==> src/rtl/quidditch_pkg.sv <==
// Shared types and constants for the quidditch ball logic: coordinate type,
// ball sequencer state encoding, playfield geometry and wall/speed helpers.
package quidditch_pkg;

  typedef logic signed [10:0] coord_t;

  typedef enum logic [2:0] {
    IDLE,
    MOVE,
    WALL,
    CHECK,
    COLL_WAIT,
    COLL_LOAD,
    DONE
  } state_t;

  localparam int SCREEN_W     = 640;
  localparam int SCREEN_H     = 480;
  localparam int BALL_R       = 4;
  localparam int PLAYER_R     = 8;
  localparam int HIT_COOLDOWN = 8;
  localparam int MAX_SPEED    = 6;

  // Legal range of the ball centre on each axis.
  localparam coord_t EDGE_MIN = coord_t'(BALL_R);
  localparam coord_t X_MAX    = coord_t'(SCREEN_W - 1 - BALL_R);
  localparam coord_t Y_MAX    = coord_t'(SCREEN_H - 1 - BALL_R);

  localparam coord_t SPEED_MAX = coord_t'(MAX_SPEED);
  localparam coord_t SPEED_MIN = coord_t'(-MAX_SPEED);

  // Pull a coordinate back inside [EDGE_MIN, hi].
  function automatic coord_t wall_clamp(coord_t v, coord_t hi);
    if (v < EDGE_MIN) return EDGE_MIN;
    else if (v > hi) return hi;
    return v;
  endfunction

  // Saturate one velocity component to the per-axis speed limit.
  function automatic coord_t speed_sat(coord_t v);
    if (v > SPEED_MAX) return SPEED_MAX;
    else if (v < SPEED_MIN) return SPEED_MIN;
    return v;
  endfunction

endpackage

==> src/rtl/ball_hit_detect.sv <==
// Ball/player box-overlap test. Purely combinational: signed distances on a
// 12-bit grid, absolute values, overlap flag and the dx==0 flag that steers
// the sequencer away from the collider's divide.
module ball_hit_detect
  import quidditch_pkg::*;
(
  input  logic signed [10:0] ball_x,
  input  logic signed [10:0] ball_y,
  input  logic [9:0]         player_x,
  input  logic [9:0]         player_y,
  output logic               overlap,
  output logic               dx_zero
);

  localparam logic signed [11:0] HIT_DIST = 12'(BALL_R + PLAYER_R);

  logic signed [11:0] dx, dy, adx, ady;

  // Distances, magnitudes and the overlap decision.
  always_comb begin
    dx      = $signed({ball_x[10], ball_x}) - $signed({2'b00, player_x});
    dy      = $signed({ball_y[10], ball_y}) - $signed({2'b00, player_y});
    adx     = dx[11] ? -dx : dx;
    ady     = dy[11] ? -dy : dy;
    overlap = (adx <= HIT_DIST) && (ady <= HIT_DIST);
    dx_zero = (dx == 12'sd0);
  end

endmodule

==> src/rtl/ball_motion_ctrl.sv <==
// Per-frame ball kinematics sequencer: move, wall bounce, player hit test,
// then hand-off to the external ball_collider and reload of its results.
// Optional build macro BALL_SPEED_CLAMP_EN saturates collider directions
// to +/-MAX_SPEED when they are loaded.
module ball_motion_ctrl
  import quidditch_pkg::*;
(
  input  logic               clk,
  input  logic               rst,
  input  logic               frame_tick,
  input  logic [9:0]         player_x,
  input  logic [9:0]         player_y,
  input  logic signed [10:0] coll_ball_x,
  input  logic signed [10:0] coll_ball_y,
  input  logic signed [10:0] coll_dir_x,
  input  logic signed [10:0] coll_dir_y,
  output logic signed [10:0] ball_x,
  output logic signed [10:0] ball_y,
  output logic signed [10:0] dir_x,
  output logic signed [10:0] dir_y,
  output logic               busy,
  output logic               done,
  output logic               hit
);

  state_t     state, next_state;
  logic [3:0] cooldown;
  logic       cd_fresh;   // cooldown was loaded during the current frame
  logic       zero_path;  // dx==0 hit: bounce locally, ignore the collider
  logic       overlap, dx_zero;
  coord_t     load_dir_x, load_dir_y;

  ball_hit_detect u_hit_detect (
    .ball_x   (ball_x),
    .ball_y   (ball_y),
    .player_x (player_x),
    .player_y (player_y),
    .overlap  (overlap),
    .dx_zero  (dx_zero)
  );

  // State register.
  // NOTE: sequential state uses non-blocking assignments so every flop
  // samples pre-edge values regardless of statement order.
  always_ff @(posedge clk or posedge rst) begin
    if (rst) state <= IDLE;
    else     state <= next_state;
  end

  // Next-state and Moore outputs; ticks outside IDLE are simply dropped.
  // NOTE: every output gets a default first so no path infers a latch.
  always_comb begin
    next_state = state;
    busy       = (state != IDLE);
    done       = 1'b0;
    hit        = 1'b0;
    case (state)
      IDLE:      if (frame_tick) next_state = MOVE;
      MOVE:      next_state = WALL;
      WALL:      next_state = CHECK;
      CHECK:     next_state = (overlap && cooldown == 4'd0) ? COLL_WAIT : DONE;
      COLL_WAIT: next_state = COLL_LOAD;
      COLL_LOAD: begin
        hit        = 1'b1;
        next_state = DONE;
      end
      DONE: begin
        done       = 1'b1;
        next_state = IDLE;
      end
      default:   next_state = IDLE;
    endcase
  end

  // Direction values taken from the collider, optionally speed-limited.
  always_comb begin
`ifdef BALL_SPEED_CLAMP_EN
    load_dir_x = speed_sat(coll_dir_x);
    load_dir_y = speed_sat(coll_dir_y);
`else
    load_dir_x = coll_dir_x;
    load_dir_y = coll_dir_y;
`endif
  end

  // Ball position/velocity and hit-cooldown datapath, stepped by the FSM.
  always_ff @(posedge clk or posedge rst) begin
    if (rst) begin
      ball_x    <= coord_t'(SCREEN_W / 2);
      ball_y    <= coord_t'(SCREEN_H / 2);
      dir_x     <= coord_t'(2);
      dir_y     <= coord_t'(1);
      cooldown  <= 4'd0;
      cd_fresh  <= 1'b0;
      zero_path <= 1'b0;
    end else begin
      case (state)
        MOVE: begin
          ball_x <= ball_x + dir_x;
          ball_y <= ball_y + dir_y;
        end
        WALL: begin
          ball_x <= wall_clamp(ball_x, X_MAX);
          ball_y <= wall_clamp(ball_y, Y_MAX);
          if (wall_clamp(ball_x, X_MAX) != ball_x) dir_x <= -dir_x;
          if (wall_clamp(ball_y, Y_MAX) != ball_y) dir_y <= -dir_y;
        end
        CHECK: zero_path <= dx_zero;
        COLL_WAIT: if (zero_path) dir_y <= -dir_y;
        COLL_LOAD: begin
          if (!zero_path) begin
            ball_x <= wall_clamp(coll_ball_x, X_MAX);
            ball_y <= wall_clamp(coll_ball_y, Y_MAX);
            dir_x  <= load_dir_x;
            dir_y  <= load_dir_y;
          end
          cooldown <= 4'(HIT_COOLDOWN);
          cd_fresh <= 1'b1;
        end
        DONE: begin
          if (cooldown != 4'd0 && !cd_fresh) cooldown <= cooldown - 4'd1;
          cd_fresh <= 1'b0;
        end
        default: ;
      endcase
    end
  end

endmodule

==> config.mk <==
export PLATFORM = sky130hd
export DESIGN_NAME = ball_motion_ctrl
export DESIGN_NICKNAME = d
export VERILOG_FILES = /design/src/rtl/quidditch_pkg.sv /design/src/rtl/ball_hit_detect.sv /design/src/rtl/ball_motion_ctrl.sv
export SDC_FILE = /design/constraint.sdc
export NUM_CORES = 1
export LEC_CHECK = 0
export ABC_AREA = 1
export CAP_MARGIN = 20
export CORE_MARGIN = 8
export CORE_UTILIZATION = 55
export DETAILED_ROUTE_END_ITERATION = 8
export PLACE_DENSITY_LB_ADDON = 0.2
export SLEW_MARGIN = 15
export SYNTH_ARGS = -nofsm -noshare
export SYNTH_HDL_FRONTEND = slang
export SYNTH_HIERARCHICAL = 1
export SYNTH_SLANG_ARGS = --single-unit
export TNS_END_PERCENT = 100
==> constraint.sdc <==
create_clock -name clk -period 2.9 [get_ports clk]
set_input_delay 0.58 -clock clk [delete_from_list [all_inputs] [get_ports clk]]
set_output_delay 0.58 -clock clk [all_outputs]
set_load 0.01 [all_outputs]
; ---- Word level (Yosys, flattened, before mapping)
; Index checks and enable logic that the tools add are counted.
[op_classes]
n_addsub = 9
n_lt_le_gt_ge = 10
eq_ne = 14
mux = 49
reduce_logical = 17
[op_table]
columns = operator, n
row1 = 11-bit two-way mux, 21
row2 = 11-bit one-hot mux with 3 select lines, 3
row3 = 11-bit by 4-bit less-than comparator with 1-bit output (second input constant), 4
row4 = 12-bit by 5-bit <= comparator with 1-bit output (second input constant), 2
row5 = 12-bit two-way mux, 2
row6 = 12-bit negation, 2
row7 = 11-bit by 11-bit subtractor with 12-bit output, 2
row8 = 11-bit adder, 2
row9 = 11-bit by 10-bit > comparator with 1-bit output (second input constant), 2
row10 = 11-bit > comparator (second input constant), 2
row11 = 11-bit != test, 2
row12 = 11-bit negation, 2
row13 = 11-bit one-hot mux with 2 select lines, 1
row14 = 3-bit one-hot mux with 6 select lines, 1
row15 = 1-bit two-way mux, 16
row16 = 12-bit logical NOT, 1
row17 = 2-bit != test (second input constant), 6
row18 = 3-bit equality test (second input constant), 3
row19 = 3-bit nonzero test, 3
row20 = 4-bit one-hot mux with 2 select lines, 1
row21 = 3-bit by 2-bit equality test with 1-bit output (second input constant), 2
row22 = 4-bit logical NOT, 1
row23 = 4-bit two-way mux, 1
row24 = 2-bit AND reduction, 2
row25 = 12 further kinds, 15
[word_totals]
regBits = 53
in_bits = 67
out_inout_bits = 47
elab_cells = 107

; ---- Depth between registers and ports, before layout
; Gate-level depths: netlist (run 1).
[depth]
depth_word = 9
depth_mapped = 22
depth_no_buf = 22

; ---- Hierarchy
; The synthesis (run 1) kept the hierarchy.
[modules_own_cells]
columns = module, n_inst, cells_per_inst, area_each_um2, seq_area_each_um2
row1 = ball_motion_ctrl, 1, 728, 4590.7, 1336.3
row2 = ball_hit_detect, 1, 392, 1906.8, 0.0

; ---- Worst setup path after synthesis (run 1)
; No wires, ideal clock.
[synth_path]
path_type = input-to-reg
from = input player_x[0]
to = register state[1]
arrival_ns = 2.524
required_ns = 2.771
setup_slack_ns = 0.246
stages = 18
path_buffers = 0
path_cell_list = ha_1 fa_1 inv_1 nand2_1 a21oi_1 nand3_1 nor2_1 nand2_1 nor2_2 nand2_1 nand2_1 nand3_1 nor2_1 nand2_1 nor2_1 inv_1 o21ai_0 nand3_1
[synth_via]
elab_chain_cells = 8
[synth_lines]
columns = item, line_no
row1 = from (decl), ball_motion_ctrl.sv:11  ; input logic [9:0] player_x,
row2 = 11-bit by 11-bit subtractor with 12-bit output *, ball_hit_detect.sv:21  ; dx = $signed({ball_x[10], ball_x}) - $signed({2'b00, player_x});
row3 = 12-bit negation, ball_hit_detect.sv:23  ; adx = dx[11] ? -dx : dx;
row4 = 12-bit two-way mux *, ball_hit_detect.sv:23
row5 = 12-bit by 5-bit <= comparator with 1-bit output *, ball_hit_detect.sv:25  ; overlap = (adx <= HIT_DIST) && (ady <= HIT_DIST);
row6 = 1-bit logical AND *, ball_hit_detect.sv:25
row7 = net overlap, ball_motion_ctrl.sv:30  ; logic overlap, dx_zero;
row8 = 1-bit logical AND *, ball_motion_ctrl.sv:61  ; CHECK: next_state = (overlap && cooldown == 4'd0) ? COLL_WAIT : DONE;
row9 = 2-bit two-way mux *, ball_motion_ctrl.sv:61
row10 = 3-bit one-hot mux with 6 select lines *, ball_motion_ctrl.sv:57  ; case (state)
row11 = to (signal assigned), ball_motion_ctrl.sv:47  ; else state <= next_state;
row12 = to (decl), ball_motion_ctrl.sv:26  ; state_t state, next_state;
; The timed path passes the listed nets; every way through them passes the cells marked *.
; A chain may end at the register's enable or synchronous reset.

; ---- Worst setup path after layout (run 1)
[layout_path]
from = input player_y[9]
to = register state[1]
[layout_via]
elab_chain_cells = 8
[layout_lines]
columns = item, line_no
row1 = from (decl), ball_motion_ctrl.sv:12  ; input logic [9:0] player_y,
row2 = 11-bit by 11-bit subtractor with 12-bit output *, ball_hit_detect.sv:22  ; dy = $signed({ball_y[10], ball_y}) - $signed({2'b00, player_y});
row3 = 12-bit negation, ball_hit_detect.sv:24  ; ady = dy[11] ? -dy : dy;
row4 = 12-bit two-way mux *, ball_hit_detect.sv:24
row5 = 12-bit by 5-bit <= comparator with 1-bit output *, ball_hit_detect.sv:25
row6 = 1-bit logical AND *, ball_hit_detect.sv:25
row7 = net overlap, ball_motion_ctrl.sv:30
row8 = 1-bit logical AND *, ball_motion_ctrl.sv:61
row9 = 2-bit two-way mux *, ball_motion_ctrl.sv:61
row10 = 3-bit one-hot mux with 6 select lines *, ball_motion_ctrl.sv:57
; Marks and branches as above.

==> metrics.md, run 1 <==
| Metric | Value |
|---|---|
| TritonCTS clock tree | built |
| Input/output buffers | 113 |
| Area of the die | 15500 sq um |
| Number of nets with antenna violations after routing | 0 |
| Total routing resource utilization after global routing | 23.8% |
| Critical R2R Capture | state[1]$_DFFE_PP0P_ |
| CP required | 3070 ps |
| Mean cell area of the mapped netlist | 5.80 sq um |
| Final-report setup violation count | 0 |
| Utilization after layout | 75.6% |
| Depth of the most critical reg-to-reg path | 18 |
| Data arrival time of the critical path | 2930 ps |
| Initial core utilization | 56.7% |
| Aggregate global routing overflow | 0 |
| Fin. Hold Viols | 0 |
| Worst-skew pair later-pin latency | 290 ps |
| Most used flip-flop cell after synthesis | dfrtp_1 |
| Proportion of synthesized chip area in sequential cells | 20.6% |
| Startpoint type of the worst setup path | input port |
| Async SR Flop Fraction | 100% |
| Die Ht | 125 um |
| Area added between synthesis and finish | 33.4% |
| Crit path capture type | flip-flop |
| Static Leak | 4.55 nW |
| Minimum setup slack among reg-to-reg paths | 300 ps |
| Tcrit/Tclk final | 94.9% |
| H-tree depth | 2 |
| Hold Path End | cooldown[0]$_DFFE_PP0P_ |
| Yosys top cell area share | 23.2% |
| Total number of vias | 7700 |
| First-pass GRT wire length | 32300 um |
| Pin count of the biggest net entering global routing | 54 |
| # clock sinks | 53 |
| Initial antenna violation count | 0 |
| Flop and latch count out of synthesis | 53 |
| Netlist cell types | 44 |
| Count of warnings emitted by yosys | 6 |
| Maximum clock skew at final layout | 4.95 ps |
| Clock Tree Root | clkbuf_16 |
| Number of inserted diodes | 0 |
| Count of pins over their slew limit | 0 |
| Routed length per placed instance | 14.0 um |
| Fmax | 363 MHz |
| Via count of the first global-routing pass | 7190 |
| VDD IR max | 613 uV |
| Maximum buffer depth of the clock tree | 2 |
| Core box area | 11500 sq um |
| Power density over the cells | 1270 nW/um^2 |
| Num ports | 114 |
| Total power of the final layout | 11.0 mW |
| Total length of routed wires | 19800 um |
| TritonCTS Buffers | 5 |
| Max capacitance violation total | 0 |
| Width of the die | 125 um |
| Gate Count Post-Synth | 1120 |
| Number of nets in the layout | 1388 |
| Kind of critical path | input port to flip-flop |
| Average via count per standard cell | 5.43 |
| Number of search-and-repair iterations in the first detailed-routing pass | 5 |
| Final setup TNS | 0 ps |
| Cell with the most instances after synthesis | nand2_1 |
| Number of placement rows | 39 |
| Critical-path maximum fanout | 3 |
| Routability congestion estimate | 0.920 |
| Top post-synthesis cells by count | 402 x nand2_1, 169 x inv_1, 121 x nand3_1, 105 x nor2_1, 49 x o21ai_0 |
| DRC Markers | 0 |
| Number of nets in the synthesized netlist | 1235 |
| Clock-pin transition on the worst setup and hold timing paths | 70 ps |
| Total half-perimeter wirelength after legalization and detailed placement | 15300 um |
| Worst hold path class | flip-flop to flip-flop |
| Combined area of all synthesized cells | 6500 sq um |
| Cells taking the most area after synthesis | nand2_1 23%, dfrtp_1 17%, inv_1 9.8% |
| Final Critical Period | 2750 ps |
| Fraction of layout cells with a size suffix above 1 | 14.3% |
| Worst reg2reg startpoint | ball_x[0]$_DFFE_PP0P_ |
| Cell depth of the worst min-delay path | 1 |
| Result of the run | finished, final reports clean |
| Largest area contributor in the synthesized netlist | nand2_1 |
| Worst slew margin relative to its limit | 55.6% |
| Final cell count without fillers | 1417 |
| Min-delay src | cooldown[0]$_DFFE_PP0P_ |
| Number of buffers inserted for hold repair after clock tree synthesis | 0 |
| Worst-Margin Slew | 666 ps |
| Initial drt markers | 659 |
| Placed insts | 1407 |
| Number of enable flip-flop cells after synthesis | 0 |
cell usage in the layout, fill, tap and decap left out, types with 9 or more instances in the layout:
| cell type | synthesis | final |
|---|---|---|
| a21oi_1 | 33 | 26 |
| a31oi_1 | 9 | 9 |
| buf_4 | 1 | 45 |
| clkdlybuf4s50_1 | 0 | 108 |
| dfrtp_1 | 45 | 45 |
| ha_1 | 44 | 29 |
| ha_4 | 0 | 13 |
| inv_1 | 169 | 164 |
| inv_2 | 7 | 12 |
| nand2_1 | 402 | 379 |
| nand2_2 | 17 | 36 |
| nand3_1 | 121 | 108 |
| nand3_2 | 3 | 15 |
| nand4_1 | 24 | 24 |
| nor2_1 | 105 | 97 |
| nor2_2 | 4 | 10 |
| o21ai_0 | 49 | 48 |
worst max-delay path, stage by stage:
cell	delay, ps
clkdlybuf4s50_1	450
inv_1	40
ha_1	200
or2_2	300
a31oi_1	210
nand3_2	150
buf_4	170
nand3_1	70
nand2_1	70
nand2_1	70
nand3b_1	110
a21oi_2	110
nand2_1	60
nor2_1	100
inv_1	60
o21ai_2	120
nand3_1	70
worst max-delay path by stage:
stage | from | end | slack (ps) | depth (start not counted)
after floorplan | player_x[0] | state[1]$_DFFE_PP0P_ | 250 | 18
after global placement | player_x[0] | state[1]$_DFFE_PP0P_ | -310 | 19
after detailed placement | player_y[0] | state[1]$_DFFE_PP0P_ | -390 | 19
after CTS | player_y[0] | state[1]$_DFFE_PP0P_ | 2 | 18
after global routing | player_y[3] | state[1]$_DFFE_PP0P_ | -20 | 22
final | player_y[9] | state[1]$_DFFE_PP0P_ | 150 | 17
final cells by class:
class                   instances  area, sq um
well taps                     143          179
clock inverters                 1         30.0
multi-input cells             878         4820
clock buffers                   7          143
inverters                     176          661
flip-flops and latches         53         1340
repair buffers                159         1490
fillers                       935         2800
flip-flops by register name, indices dropped and copies added, names as in the netlist:
name	cells
dir_y	11
state	3
cooldown	4
cd_fresh	1
ball_x	11
dir_x	11
ball_y	11
zero_path	1
per-stage QoR:
step	setup slack, ps	instance area [sq um]	hold WS (ps)
after floorplan	246	6500	483
after global placement	-307	8050	504
after detailed placement	-389	8050	508
after CTS	2.04	8250	516
after global routing	-22.1	8660	565
final	147	8660	527
cell families (layout without fill, tap and decap cells):
group	Yosys count	count (layout)	share of synthesized area, %
adder cells (fa/ha/maj)	48	48	9.71
AO/OA/AOI/OAI	112	112	9.78
XOR/XNOR	9	9	1.21
AND/OR/NAND/NOR	705	705	46.5
flip-flops	53	53	20.6
buffers and inverters	189	343	11.6
multiplexers	4	4	0.635
layer usage:
layer / global-route usage [%] / up-vias / wire length [um]
met5: 0 / - / 0
met4: 6.24 / 0 / 451
met3: 2.98 / 45 / 1070
met2: 41.1 / 271 / 9540
met1: 30.6 / 3505 / 8740
li1: - / 3879 / -
what timing repair did:
| action | CTS | global route |
|---|---|---|
| gates resized for setup | 10 | 87 |
| endpoints found under the setup margin | 1 | 2 |
| endpoints found under the hold margin | 0 | 0 |
| setup buffers | 1 | 1 |
| pin swaps | 12 | 44 |
where the power goes:
group | internal, mW | switching [mW]
combinational | 3.55 | 4.98
clock | 0.432 | 0.269
sequential | 1.16 | 0.618
(Power assumes the default switching activity.)
==> run 2: changes to the inputs <==
CORE_MARGIN = 2   (was 8)
RECOVER_POWER = 25   (was unset)
==> run 2 against run 1 <==
Non-clock buffer count is 10 higher. Critical path depth did not move. Routed wire length shrank 3.2%. Sequential cell count did not move. Sequential power about the same. Design area decreased by 0.68%. First-iteration DRC count is 5.0% lower. Clock power fell by 12%.
==> metrics.md, run 2 (synthesis results as in run 1) <==
| Metric | Value |
|---|---|
| Result of the run | finished, final reports clean (unchanged) |
| Worst-skew pair later-pin latency | 300 ps (was 290 ps) |
| Final-report setup violation count | 0 (unchanged) |
| Crit-path cells | clkdlybuf4s50_1, inv_1, ha_1, inv_1, nor2_1, a21oi_1, nand3_1, nand2_4, nand3_1, nand2_1, nand4_1, nor2_1, nand2_1, nor2_2, inv_1, o21ai_1, nand3_1 (was clkdlybuf4s50_1, inv_1, ha_1, or2_2, a31oi_1, nand3_2, buf_4, nand3_1, nand2_1, nand2_1, nand3b_1, a21oi_2, nand2_1, nor2_1, inv_1, o21ai_2, nand3_1) |
| Maximum buffer depth of the clock tree | 2 (unchanged) |
| Total number of vias | 7755 (was 7700) |
| Area added between synthesis and finish | 32.4% (was 33.4%) |
| Minimum setup slack among reg-to-reg paths | 230 ps (was 300 ps) |
| Fin. Hold Viols | 0 (unchanged) |
| Max capacitance violation total | 0 (unchanged) |
| Total length of routed wires | 19200 um (was 19800 um) |
| Final cell count without fillers | 1427 (was 1417) |
| Worst-Margin Slew | 1320 ps (was 666 ps) |
| Input/output buffers | 113 (unchanged) |
| Final Critical Period | 2750 ps (about the same) |
| Routability congestion estimate | 0.936 (was 0.920) |
| Total power of the final layout | 10.8 mW (was 11.0 mW) |
| Critical Path Slowest Stage Cell | clkdlybuf4s50_1 (unchanged) |
| Worst slew margin relative to its limit | 12.0% (was 55.6%) |
| First-pass GRT wire length | 30500 um (was 32300 um) |
| Maximum clock skew at final layout | 8.25 ps (was 4.95 ps) |
| Fraction of layout cells with a size suffix above 1 | 13.6% (was 14.3%) |
| Startpoint type of the worst setup path | input port (unchanged) |
| Initial core utilization | 56.7% (unchanged) |
| Tcrit/Tclk final | 94.7% (was 94.9%) |
| Final non-filler cell area | 8610 sq um (was 8660 sq um) |
| Initial antenna violation count | 0 (unchanged) |
| Count of pins over their slew limit | 0 (unchanged) |
| Kind of critical path | input port to flip-flop (unchanged) |
| Crit path capture type | flip-flop (unchanged) |
| Number of search-and-repair iterations in the first detailed-routing pass | 5 (unchanged) |
| Aggregate global routing overflow | 0 (unchanged) |
| Total routing resource utilization after global routing | 28.7% (was 23.8%) |
| Fmax | 364 MHz (was 363 MHz) |
| Number of inserted diodes | 0 (unchanged) |
| Number of placement rows | 39 (unchanged) |
| Average via count per standard cell | 5.43 (about the same) |
| Number of nets in the layout | 1398 (was 1388) |
| Utilization after layout | 75.0% (was 75.6%) |
| Core box area | 11500 sq um (unchanged) |
| Total area of sequential cells | 1340 sq um (unchanged) |
| WHS | 517 ps (was 527 ps) |
| Power density over the cells | 1260 nW/um^2 (was 1270 nW/um^2) |
| Area of combinational cells with multiple inputs | 4720 sq um (was 4820 sq um) |
| Num ports | 114 (unchanged) |
| TritonCTS Buffers | 5 (unchanged) |
| Clock-pin transition on the worst setup and hold timing paths | 70 ps (about the same) |
| Routed length per placed instance | 13.4 um (was 14.0 um) |
| Number of nets with antenna violations after routing | 0 (unchanged) |
| Critical-path maximum fanout | 12 (was 3) |
| Worst hold path class | flip-flop to flip-flop (unchanged) |
| CP required | 3090 ps (was 3070 ps) |
| TritonCTS clock tree | built (unchanged) |
| Worst setup slack after placement | -423 ps (was -389 ps) |
| H-tree depth | 2 (unchanged) |
| Most frequent cells in the layout | 382 x nand2_1, 165 x inv_1, 115 x nand3_1 (was 379 x nand2_1, 164 x inv_1, 108 x nand3_1, 108 x clkdlybuf4s50_1, 97 x nor2_1) |
| Commonest non-fill, non-tap cell in the layout | nand2_1 (unchanged) |
| # clock sinks | 53 (unchanged) |
| Area of the die | 12700 sq um (was 15500 sq um) |
| Data arrival time of the critical path | 2940 ps (was 2930 ps) |
| Die Ht | 113 um (was 125 um) |
| Placed insts | 1411 (was 1407) |
| Via count of the first global-routing pass | 6989 (was 7190) |
| Total half-perimeter wirelength after legalization and detailed placement | 14600 um (was 15300 um) |
| Clock Tree Root | clkbuf_16 (unchanged) |
| Final setup slack of the worst path | 153 ps (was 147 ps) |
| Static Leak | 4.58 nW (was 4.55 nW) |
| Width of the die | 113 um (was 125 um) |
| VDD IR max | 706 uV (was 613 uV) |
| Sum of buffers and inverters on the critical path | 4 (unchanged) |
| CP top delay family | simple AND/OR/NAND/NOR gates (unchanged) |
| Initial drt markers | 626 (was 659) |
| Pin count of the biggest net entering global routing | 54 (unchanged) |
| Number of buffers inserted for hold repair after clock tree synthesis | 0 (unchanged) |
| Fill count | 954 (was 935) |
| Maximum single-stage delay on the critical path | 460 ps (was 450 ps) |
| DRC Markers | 0 (unchanged) |
| Final setup TNS | 0 ps (unchanged) |
| Placement Cell Area | 8080 sq um (was 8050 sq um) |
[run 2: changes by cell type in the layout (fill, tap and decap cells not counted), sizes merged]
cell / previous run / this run
clkinvlp: 0 / 1
clkinv: 0 / 2
clkdlybuf4s50: 108 / 107
bufinv: 1 / 0
clkbuf: 7 / 6
buf: 46 / 55
dlygate4sd3: 0 / 1
[run 2: area by class of cell]
| cell class | count | share of cell area [%] |
|---|---|---|
| Multi-Input combinational cell | 878 | 54.9 |
| Clock inverter | 3 | 0.247 |
| Timing Repair Buffer | 169 | 18.1 |
| Tap cell | 143 | 2.08 |
| Sequential cell | 53 | 15.5 |
| Clock buffer | 5 | 1.45 |
| Inverter | 176 | 7.68 |
[run 2: worst paths after layout]
| kind | depth (start not counted) | to | startpoint |
|---|---|---|---|
| min in group asynchronous | 3 | dir_x[2]$_DFFE_PP0P_ | rst |
| worst min-delay path | 1 | cooldown[0]$_DFFE_PP0P_ | cooldown[0]$_DFFE_PP0P_ |
| max in group asynchronous | 3 | dir_y[3]$_DFFE_PP0P_ | rst |
| worst min register to register | 1 | cooldown[0]$_DFFE_PP0P_ | cooldown[0]$_DFFE_PP0P_ |
| worst max register to register | 18 | state[1]$_DFFE_PP0P_ | ball_x[0]$_DFFE_PP0P_ |
| worst max-delay path | 17 | state[1]$_DFFE_PP0P_ | player_x[9] |
[run 2: power breakdown]
part | internal, mW | leakage [nW] | switching [mW] | total (mW)
Combinational | 3.55 | 3.87 | 4.88 | 8.43
Clock | 0.322 | 0.0702 | 0.292 | 0.614
Sequential | 1.16 | 0.637 | 0.613 | 1.77
[run 2: metal layers]
| metal | vias up | wire [um] | GRT usage [%] |
|---|---|---|---|
| met5 | - | 0 | 0 |
| met4 | 0 | 343 | 7.40 |
| met3 | 27 | 1180 | 3.05 |
| met2 | 285 | 9160 | 50.2 |
| met1 | 3540 | 8500 | 38.0 |
| li1 | 3903 | - | - |
[run 2: repair_timing]
| item | CTS | global route |
|---|---|---|
| endpoints found under the setup margin | 1 | 2 |
| gates resized for setup | 8 | 69 |
| setup buffers | 0 | 8 |
| pin swaps | 5 | 26 |
